===== config.mk =====
export PLATFORM = sky130hd
export DESIGN_NAME = vga_timing_decoder
export DESIGN_NICKNAME = d
export VERILOG_FILES = /design/src/rtl/vga_pkg.sv /design/src/rtl/vga_edge_sync.sv /design/src/rtl/vga_timing_decoder.sv
export SDC_FILE = /design/constraint.sdc
export NUM_CORES = 1
export LEC_CHECK = 0
export ABC_AREA = 1
export BUFFER_PORTS_ARGS = -buffer_cell sky130_fd_sc_hd__buf_2
export CORE_ASPECT_RATIO = 1.4
export CORE_MARGIN = 2
export CORE_UTILIZATION = 25
export CTS_BUF_LIST = sky130_fd_sc_hd__clkbuf_4 sky130_fd_sc_hd__clkbuf_8
export DETAILED_ROUTE_END_ITERATION = 10
export PLACE_DENSITY = 0.53
export SKIP_LAST_GASP = 1
export SYNTH_ARGS = -nofsm -noshare
export SYNTH_HDL_FRONTEND = slang
export SYNTH_SLANG_ARGS = --single-unit

===== constraint.sdc =====
create_clock -name iCLK -period 4.1 [get_ports iCLK]
set_input_delay 0.82 -clock iCLK [delete_from_list [all_inputs] [get_ports iCLK]]
set_output_delay 0.82 -clock iCLK [all_outputs]
set_load 0.01 [all_outputs]

===== src/rtl/vga_pkg.sv =====
// Shared types and default 640x480 timing for the VGA timing decoder.
package vga_pkg;

    typedef enum logic [1:0] {
        HUNT,
        CHECK,
        LOCKED
    } vga_state_t;

    localparam int unsigned CNT_W = 10;
    localparam logic [CNT_W-1:0] CNT_MAX = '1;

    localparam int DEF_H_TOTAL     = 800;
    localparam int DEF_V_TOTAL     = 525;
    localparam int DEF_X_START     = 144;
    localparam int DEF_Y_START     = 35;
    localparam int DEF_H_ACT       = 640;
    localparam int DEF_V_ACT       = 480;
    localparam int DEF_LOCK_FRAMES = 2;

    function automatic logic [CNT_W-1:0] sat_inc(input logic [CNT_W-1:0] v);
        return (v == CNT_MAX) ? v : v + 1'b1;
    endfunction

endpackage


===== src/rtl/vga_edge_sync.sv =====
// Registers an active-low sync input and flags its falling edge
// (previous sample high, current sample low).
module vga_edge_sync (
    input  logic clk,
    input  logic rst,
    input  logic sync_in,
    output logic fall
);

    logic sync_s;
    logic sync_d;

    always_ff @(posedge clk or posedge rst) begin
        if (rst) begin
            sync_s <= 1'b0;
            sync_d <= 1'b0;
        end else begin
            sync_s <= sync_in;
            sync_d <= sync_s;
        end
    end

    assign fall = sync_d & ~sync_s;

endmodule


===== src/rtl/vga_timing_decoder.sv =====
// Recovers pixel coordinates from a sampled VGA stream and locks onto the format.
// Define VGA_DECODER_STATS_EN to add the line/frame length and error-count outputs.
module vga_timing_decoder
    import vga_pkg::*;
#(
    parameter int H_TOTAL     = DEF_H_TOTAL,
    parameter int V_TOTAL     = DEF_V_TOTAL,
    parameter int X_START     = DEF_X_START,
    parameter int Y_START     = DEF_Y_START,
    parameter int H_ACT       = DEF_H_ACT,
    parameter int V_ACT       = DEF_V_ACT,
    parameter int LOCK_FRAMES = DEF_LOCK_FRAMES
) (
    input  logic       iCLK,
    input  logic       iRST,
    input  logic       iVGA_H_SYNC,
    input  logic       iVGA_V_SYNC,
    input  logic [7:0] iVGA_R,
    input  logic [7:0] iVGA_G,
    input  logic [7:0] iVGA_B,
    output logic       oValid,
    output logic [9:0] oX,
    output logic [9:0] oY,
    output logic [7:0] oR,
    output logic [7:0] oG,
    output logic [7:0] oB,
    output logic       oFrame_Start,
    output logic       oLocked
`ifdef VGA_DECODER_STATS_EN
    ,
    output logic [9:0] oLine_Len,
    output logic [9:0] oFrame_Lines,
    output logic [7:0] oErr_Cnt
`endif
);

    localparam logic [CNT_W-1:0] H_LAST = CNT_W'(H_TOTAL - 1);
    localparam logic [CNT_W-1:0] V_LAST = CNT_W'(V_TOTAL - 1);
    localparam logic [CNT_W-1:0] X_LO   = CNT_W'(X_START);
    localparam logic [CNT_W-1:0] X_HI   = CNT_W'(X_START + H_ACT);
    localparam logic [CNT_W-1:0] Y_LO   = CNT_W'(Y_START);
    localparam logic [CNT_W-1:0] Y_HI   = CNT_W'(Y_START + V_ACT);

    logic             h_edge;
    logic             v_edge;
    logic [7:0]       s_r, s_g, s_b;

    logic [CNT_W-1:0] h_cnt, v_cnt;
    logic [CNT_W-1:0] h_pos, v_pos;
    logic             v_arm;
    logic             lines_ok;
    logic [3:0]       good_cnt;

    logic             frame_start;
    logic             checking;
    logic             line_short;
    logic             h_sat;
    logic             v_sat;
    logic             line_bad;
    logic             frame_bad;
    logic             frame_good;

    vga_state_t       state, state_next;
    logic             in_win;
    logic             pix_en;

    vga_edge_sync u_h_edge (
        .clk     (iCLK),
        .rst     (iRST),
        .sync_in (iVGA_H_SYNC),
        .fall    (h_edge)
    );

    vga_edge_sync u_v_edge (
        .clk     (iCLK),
        .rst     (iRST),
        .sync_in (iVGA_V_SYNC),
        .fall    (v_edge)
    );

    always_ff @(posedge iCLK or posedge iRST) begin
        if (iRST) begin
            s_r <= '0;
            s_g <= '0;
            s_b <= '0;
        end else begin
            s_r <= iVGA_R;
            s_g <= iVGA_G;
            s_b <= iVGA_B;
        end
    end

    // h_pos/v_pos are the coordinates of the sample now in the input register;
    // h_cnt/v_cnt hold those of the previous sample, so at an H edge they still
    // carry the length of the line/frame that just ended.
    always_comb begin
        frame_start = h_edge && (v_arm || v_edge);
        h_pos       = h_edge ? '0 : sat_inc(h_cnt);
        v_pos       = v_cnt;
        if (frame_start) begin
            v_pos = '0;
        end else if (h_edge) begin
            v_pos = sat_inc(v_cnt);
        end
    end

    always_comb begin
        checking   = (state != HUNT);
        line_short = h_edge && (h_cnt != H_LAST);
        h_sat      = (h_pos == CNT_MAX) && (h_cnt != CNT_MAX);
        v_sat      = h_edge && !frame_start && (v_pos == CNT_MAX) && (v_cnt != CNT_MAX);
        line_bad   = checking && (line_short || h_sat);
        frame_bad  = checking && (v_sat ||
                     (frame_start && ((v_cnt != V_LAST) || !lines_ok || line_short)));
        frame_good = checking && frame_start && !frame_bad && !line_bad;
    end

    always_ff @(posedge iCLK or posedge iRST) begin
        if (iRST) begin
            h_cnt    <= '0;
            v_cnt    <= '0;
            v_arm    <= 1'b0;
            lines_ok <= 1'b0;
            good_cnt <= '0;
        end else begin
            h_cnt <= h_pos;
            v_cnt <= v_pos;
            if (frame_start) begin
                v_arm <= 1'b0;
            end else if (v_edge) begin
                v_arm <= 1'b1;
            end
            if (frame_start) begin
                lines_ok <= 1'b1;
            end else if (line_bad) begin
                lines_ok <= 1'b0;
            end
            if (state == HUNT && frame_start) begin
                good_cnt <= '0;
            end else if (state == CHECK && frame_good) begin
                good_cnt <= good_cnt + 1'b1;
            end
        end
    end

    always_ff @(posedge iCLK or posedge iRST) begin
        if (iRST) begin
            state <= HUNT;
        end else begin
            state <= state_next;
        end
    end

    always_comb begin
        state_next = state;
        unique case (state)
            HUNT: begin
                if (frame_start) begin
                    state_next = CHECK;
                end
            end
            CHECK: begin
                if (line_bad || frame_bad) begin
                    state_next = HUNT;
                end else if (frame_good &&
                             (({1'b0, good_cnt} + 5'd1) >= 5'(LOCK_FRAMES))) begin
                    state_next = LOCKED;
                end
            end
            LOCKED: begin
                if (line_bad || frame_bad) begin
                    state_next = HUNT;
                end
            end
            default: state_next = HUNT;
        endcase
    end

    // Gating on the next state suppresses the pixel that would otherwise land
    // in the output register in the same cycle the lock is lost.
    always_comb begin
        in_win  = (h_pos >= X_LO) && (h_pos < X_HI) && (v_pos >= Y_LO) && (v_pos < Y_HI);
        pix_en  = (state_next == LOCKED) && in_win;
        oLocked = (state == LOCKED);
    end

    always_ff @(posedge iCLK or posedge iRST) begin
        if (iRST) begin
            oValid       <= 1'b0;
            oX           <= '0;
            oY           <= '0;
            oR           <= '0;
            oG           <= '0;
            oB           <= '0;
            oFrame_Start <= 1'b0;
        end else begin
            oValid       <= pix_en;
            oX           <= pix_en ? h_pos - X_LO : '0;
            oY           <= pix_en ? v_pos - Y_LO : '0;
            oR           <= pix_en ? s_r : '0;
            oG           <= pix_en ? s_g : '0;
            oB           <= pix_en ? s_b : '0;
            oFrame_Start <= pix_en && (h_pos == X_LO) && (v_pos == Y_LO);
        end
    end

`ifdef VGA_DECODER_STATS_EN
    always_ff @(posedge iCLK or posedge iRST) begin
        if (iRST) begin
            oLine_Len    <= '0;
            oFrame_Lines <= '0;
            oErr_Cnt     <= '0;
        end else begin
            if (h_edge) begin
                oLine_Len <= h_cnt + 1'b1;
            end
            if (frame_start) begin
                oFrame_Lines <= v_cnt + 1'b1;
            end
            if ((line_bad || frame_bad) && (oErr_Cnt != 8'hFF)) begin
                oErr_Cnt <= oErr_Cnt + 1'b1;
            end
        end
    end
`endif

endmodule


Yosys cells after proc, flatten, opt, wreduce, memory -nomap -nowiden. Cells that the tools add are included.

Logic and storage cells: 105. Register bits: 102.

Order comparisons: 5. Eq/ne operators: 13. Muxes and demuxes: 21. Add/sub/neg operators: 6. Bitwise logic cells: 4. Reductions and logical operators: 36.

Operators by type and width (number): 2-to-1 mux 10 bit (7); equality test 10 bit, second input constant (4); inequality test 10 bit, second input constant (4); 2-to-1 mux 8 bit (3); logical AND 1 bit (21); adder 10 x 1 -> 10 bit, second input constant (2); < comparator 10 bit, second input constant (2); equality test 10 x 6 -> 1 bit, second input constant (1); equality test 10 x 8 -> 1 bit, second input constant (1); greater-or-equal comparator 10 x 6 -> 1 bit, second input constant (1); greater-or-equal comparator 10 x 8 -> 1 bit, second input constant (1); subtractor 10 x 6 -> 10 bit, second input constant (1); subtractor 10 x 8 -> 10 bit, second input constant (1); 2-to-1 mux 2 bit (4); 2-to-1 mux 4 bit (2); nonzero test 2 bit (4); logical OR 1 bit (6); one-hot mux 2 bit (3 select lines) (1); adder 4 x 1 -> 5 bit, second input constant (1); greater-or-equal comparator 5 x 2 -> 1 bit, second input constant (1); adder 4 x 1 -> 4 bit, second input constant (1); equality test 2 bit, second input constant (2); logical NOT 1 bit (4); 2-to-1 mux 1 bit (4); 4 further kinds (6).

Depth between registers and ports, before layout.
Depth after elaboration: 21. Gate-level depth with buffers: 21. Depth with buffers taken out: 20.

Modules after synthesis. A second synthesis with hierarchy kept.

Cell total of the unflattened synthesis: 507. Area, all modules: 5062.4 um^2.

By module, submodules not included: vga_timing_decoder (seq. area each 2452.4 um^2, area each 4934.7 um^2, times used 1, cells each 497); vga_edge_sync (seq. area each 50.0 um^2, area each 63.8 um^2, times used 2, cells each 5).

Least setup slack after synthesis. OpenSTA, ideal clock, no wires.

Kind: register -> register. From: reg v_cnt[0]. To: reg oY[6]. Required time: 3976 ps. Buffers on the path: 1. Cell stages (with the launch flop): 21. Data arrival time: 2675 ps. Path slack: 1301 ps. Cells stage by stage: dfrtp_1 ha_1 nand3_2 nor2_4 nand2_4 nand2_1 xor2_1 and2_1 ha_1 nand3_1 nor2_1 nand3_1 nor2_1 nand3_1 nor2_2 nor2_4 nand3_1 nand2_2 nand2_8 buf_12 nor2_4.

Cells in the longest elaborated chain, start to end: 19. Elaborated cells between the ends (all ways): 32. Those cells by class: 2 x add/sub; 2 x order compare; 5 x eq/ne; 8 x mux; 15 x reduce/logical.

Ends and longest elaborated chain: start: declaration (line vga_timing_decoder.sv:48) `logic [CNT_W-1:0] h_cnt, v_cnt;`; start signal: assignment (line vga_timing_decoder.sv:127) `v_cnt <= v_pos;`; adder 10 x 1 -> 10 bit or equality test 10 bit (tied branches) (line vga_pkg.sv:22) `return (v == CNT_MAX) ? v : v + 1'b1;`; 2-to-1 mux 10 bit (line vga_pkg.sv:22); 2-to-1 mux 10 bit * (line vga_timing_decoder.sv:102) `end else if (h_edge) begin`; 2-to-1 mux 10 bit * (line vga_timing_decoder.sv:100) `if (frame_start) begin`; via v_pos[0] (line vga_timing_decoder.sv:49) `logic [CNT_W-1:0] h_pos, v_pos;`; equality test 10 bit * (line vga_timing_decoder.sv:111) `v_sat = h_edge && !frame_start && (v_pos == CNT_MAX) && (v_cnt != CNT_MAX);`; logical AND 1 bit * (2 in a row) (line vga_timing_decoder.sv:111); logical OR 1 bit * (line vga_timing_decoder.sv:113) `frame_bad = checking && (v_sat ||`; [... 4 more ...]; logical AND 1 bit (line vga_timing_decoder.sv:165) `end else if (frame_good &&`; 2-to-1 mux 2 bit (line vga_timing_decoder.sv:165); 2-to-1 mux 2 bit (line vga_timing_decoder.sv:163) `if (line_bad || frame_bad) begin`; one-hot mux 2 bit (3 select lines) * (line vga_timing_decoder.sv:156) `unique case (state)`; via state_next[1] (line vga_timing_decoder.sv:63) `vga_state_t state, state_next;`; equality test 2 bit * (line vga_timing_decoder.sv:183) `pix_en = (state_next == LOCKED) && in_win;`; logical AND 1 bit * (line vga_timing_decoder.sv:183); 2-to-1 mux 10 bit * (line vga_timing_decoder.sv:199) `oY <= pix_en ? v_pos - Y_LO : '0;`; end signal: assignment (line vga_timing_decoder.sv:199); end: declaration (line vga_timing_decoder.sv:23) `output logic [9:0] oY,`.

Mark *: on every way through the listed nets, which the timed path passes. The rest lies on a longest branch. A chain may end at the register's enable or synchronous reset.

Worst setup path after layout.
From: reg v_cnt[0]. To: reg oY[9].

Same word-level chain as after synthesis.

==> summary.txt <==
Place
  • RD Place Congestion: 0.869
  • Dpl cell area: 5340 µm²
  • Placed Instances: 795
  • I/O Buffers: 74
  • DP HPWL: 7350 µm
  • Pre-CTS setup slack: 689 ps

Worst setup path
  • R2R Setup Slk: 700 ps
  • CP endpoint kind: register
  • Crit Path Max Fanout: 46
  • Arr. time, crit path: 3610 ps
  • WS Path Type: register to register
  • Worst Setup Start Kind: register
  • Critical path startpoint: v_cnt[0]$_DFF_PP0_
  • Crit-path max cell delay: 480 ps
  • CP Cell Sequence: ha_1 > nand3_2 > nor2_4 > nand2_4 > nand2_1 > xor2_1 > and2_1 > ha_1 > nand3_1 > nor2_1 > nand3_1 > nor2_1 > nand3_1 > nor2_2 > nor2_4 > nand3_1 > nand2_2 > nand2_8 > nor2_1
  • Reg-to-reg startpoint: v_cnt[0]$_DFF_PP0_
  • Reg-to-reg endpoint: oY[9]$_DFF_PP0_
  • R2R cell count: 19
  • Crit-path most repeated cell: nand3_1
  • Slowest CP cell: nand2_8
  • Worst path required time: 4320 ps

Power
  • Clk pwr share: 33.5%
  • Net switching power figure: 0.655 mW
  • Static Leak: 2.98 nW
  • Flop pwr share: 49.1%
  • Worst VDD drop: around 0.22 mV
  • PwrDens: 408 nW/µm²
  • Internal: ~1.6 mW
  • Comb pwr share: between 10% and 20%
  • Switch share: 28.7%

Floorplan
  • Die W: 120 µm
  • Die area: 20100 µm²
  • Initial Util: 25.5%
  • I/O pin total: 75
  • Die Ht: 167 µm
  • CORE AREA: 18600 µm²
  • FP Rows: 59

Global route
  • Initial antenna violation count: 0
  • First-pass GRT wire length: 16800 µm
  • GRT Util Overall: around a tenth
  • GRT Residual Overflow: 0
  • Vias in the first global route: 3398
  • Maximum number of pins on one net before global-route repair: 103

STA
  • Final hold vios: 0
  • Final worst path period share: 82.8%
  • Setup TNS: 0 ps
  • Worst-Margin Slew: ~640 ps
  • Worst clock skew: around 7.5 ps
  • Fmax: 0.295 GHz
  • Period minus WS final: 3400 ps
  • Slew headroom: 57.3%
  • Fin. max-slew vios: 0
  • RSZ-0062 raised after global routing: no
  • Fin worst setup slack: 705 ps
  • Setup-failing EPs final: 0

Hold path
  • Hold path start: u_v_edge.sync_s$_DFF_PP0_
  • Hold Crit Class: register to register
  • WHS Endpoint: u_v_edge.sync_d$_DFF_PP0_
  • Worst hold path cell count: 0

Drt
  • Final wirelength: 9990 µm
  • Via count: 3321
  • Post-DRT Antenna Nets: 0
  • Drt wl/cell: 12.3 µm
  • TritonRoute pass-1 iters: 5
  • Via-to-Cell Ratio: 4.09
  • DRC: 0
  • DRT iter0 DRCs: 137

Clock network
  • Clk slew on worst S/H paths: 90 ps
  • Clk sink count: about 100
  • Number of CTS-inserted buffers: 9
  • # resized after CTS: 0
  • Hold buffers post-CTS: 0
  • Root Buffer: clkbuf_8
  • Htree depth: 3
  • Total setup buffers inserted after CTS: 0
  • Clk_lat worst skew: roughly 350 ps
  • Clk buf depth: 2
  • CTS tree: built

Status
  • Status: complete, no violations

Synth
  • Seq cells post-synth: ~100
  • Cells after Synth: slightly below 500
  • Yosys cell types: 39
  • Yosys warning count: 0
  • Post-synth top flop: dfrtp_1
  • Number of synthesized flops with an enable pin: 0
  • Synthesized area: 4740 µm²
  • Synthesized area per cell: 9.81 µm²
  • Sequential element share of the synthesized area: a little over half
  • Post-synth ARST share: between 90% and 100%
  • Post-synth net total: 520

Run
  • MaxCap Viol Count: 0

Final layout
  • Fin area: 5590 µm²
  • ANT cells: 0
  • # nets final: 599
  • Area grow syn2layout: 18.0%
  • Layout cell share with drive strength beyond 1: 30.0%
  • Core Util, Final: 30.1%
  • Non-Filler Instances: 811
## per-layer routing
| layer | vias to the layer above | wire length [µm] | GRT usage, % | share of wire [%] |
|---|---|---|---|---|
| met5 | - | 0 | 0 | 0 |
| met4 | 0 | 282 | 4.50 | 2.8 |
| met2 | 94 | 5130 | 18.2 | 51 |
| met1 | 1580 | 4120 | 12.1 | 41 |
| met3 | 16 | 458 | 2.57 | 4.6 |
| li1 | 1631 | - | - | - |
## worst max-delay path, delay by kind of cell (launching register included)
kind	cells	cell delay (ps)
AND/OR/NAND/NOR	16	2190
adder cells (fa/ha/maj)	2	450
flip-flops	1	390
XOR/XNOR	1	180
## synthesized netlist by cell type, types with 2 or more instances
cell | n | area (µm²)
nand2_2 | 9 | 56.3
ha_1 | 9 | 113
buf_4 | 2 | 15.0
nand2_1 | 81 | 304
inv_1 | 73 | 274
a31oi_1 | 2 | 12.5
nor2_2 | 19 | 119
nor2_4 | 32 | 360
buf_2 | 2 | 10.0
dfrtp_1 | 102 | 2550
o21ai_0 | 5 | 25.0
nand3_1 | 40 | 200
nand4_1 | 10 | 62.6
xor2_1 | 12 | 105
a21oi_1 | 6 | 30.0
nor3_1 | 4 | 20.0
and2_1 | 2 | 12.5
nor2_1 | 42 | 158
xnor2_1 | 3 | 26.3
nand3_2 | 3 | 30.0
inv_2 | 4 | 15.0
or2_2 | 2 | 12.5
buf_12 | 3 | 60.1
## registers in the layout (all words and copies together) (netlist names)
name,count
oFrame_Start,1
u_v_edge.sync_s,1
u_v_edge.sync_d,1
oY,10
oG,8
v_cnt,10
lines_ok,1
u_h_edge.sync_d,1
v_arm,1
u_h_edge.sync_s,1
oValid,1
oX,10
s_b,8
s_r,8
oR,8
h_cnt,10
s_g,8
good_cnt,4
state,2
oB,8
## metrics by stage
stage,hold WS (ps),total power [mW]
finish,380,2.28
global route,397,2.43
CTS,383,2.32
detailed placement,360,1.54
global placement,360,1.55
floorplan,354,1.43
## layout by cell type, fill, tap and decap left out, types with 3 or more instances in the layout
master     netlist  final
a21oi_1          6      6
buf_2            2     74
bufinv_16        0      3
clkbuf_8         0     10
dfrtp_1        102    102
ha_1             9      9
inv_1           73     72
inv_2            4      4
nand2_1         81     81
nand2_2          9      9
nand3_1         40     40
nand3_2          3      3
nand4_1         10     10
nor2_1          42     42
nor2_2          19     19
nor2_4          32     32
nor3_1           4      4
o21ai_0          5      5
xnor2_1          3      3
xor2_1          12     12
## cell type report
| type | instances | area (µm²) |
|---|---|---|
| timing repair buffer | 76 | 398 |
| clock inverter | 5 | 104 |
| inverter | 79 | 300 |
| sequential | 102 | 2550 |
| clock buffer | 11 | 145 |
| tap | 244 | 305 |
| multi-input combinational | 294 | 1790 |
| fill | 1954 | 13000 |
## power by group through the flow
| stage | clock network (mW) | logic [mW] | registers, mW |
|---|---|---|---|
| 6_report | 0.764 | 0.399 | 1.12 |
| 3_5_place_dp | 0 | 0.403 | 1.14 |
| 2_1_floorplan | 0 | 0.312 | 1.12 |
| 3_3_place_gp | 0 | 0.406 | 1.14 |
| 5_1_grt | 0.843 | 0.457 | 1.13 |
| 4_1_cts | 0.799 | 0.405 | 1.12 |
## logic make-up after synthesis
group | synth area share (%)
xor+xnor | 3.12
flops | 53.9
buf+inv | 8.40
mux | 0.211
fa+ha+maj | 2.38
simple gates | 29.9
compound gates | 2.09
## how the worst max path moves through the flow
stage                                    to  depth (start not counted)
floorplan           good_cnt[0]$_DFFE_PP0P_                          1
global placement            oY[9]$_DFF_PP0_                         19
detailed placement          oY[9]$_DFF_PP0_                         19
CTS                         oY[9]$_DFF_PP0_                         19
global route                oY[9]$_DFF_PP0_                         19
finish                      oY[9]$_DFF_PP0_                         19
Note: power is estimated with default switching activity, not from simulation.
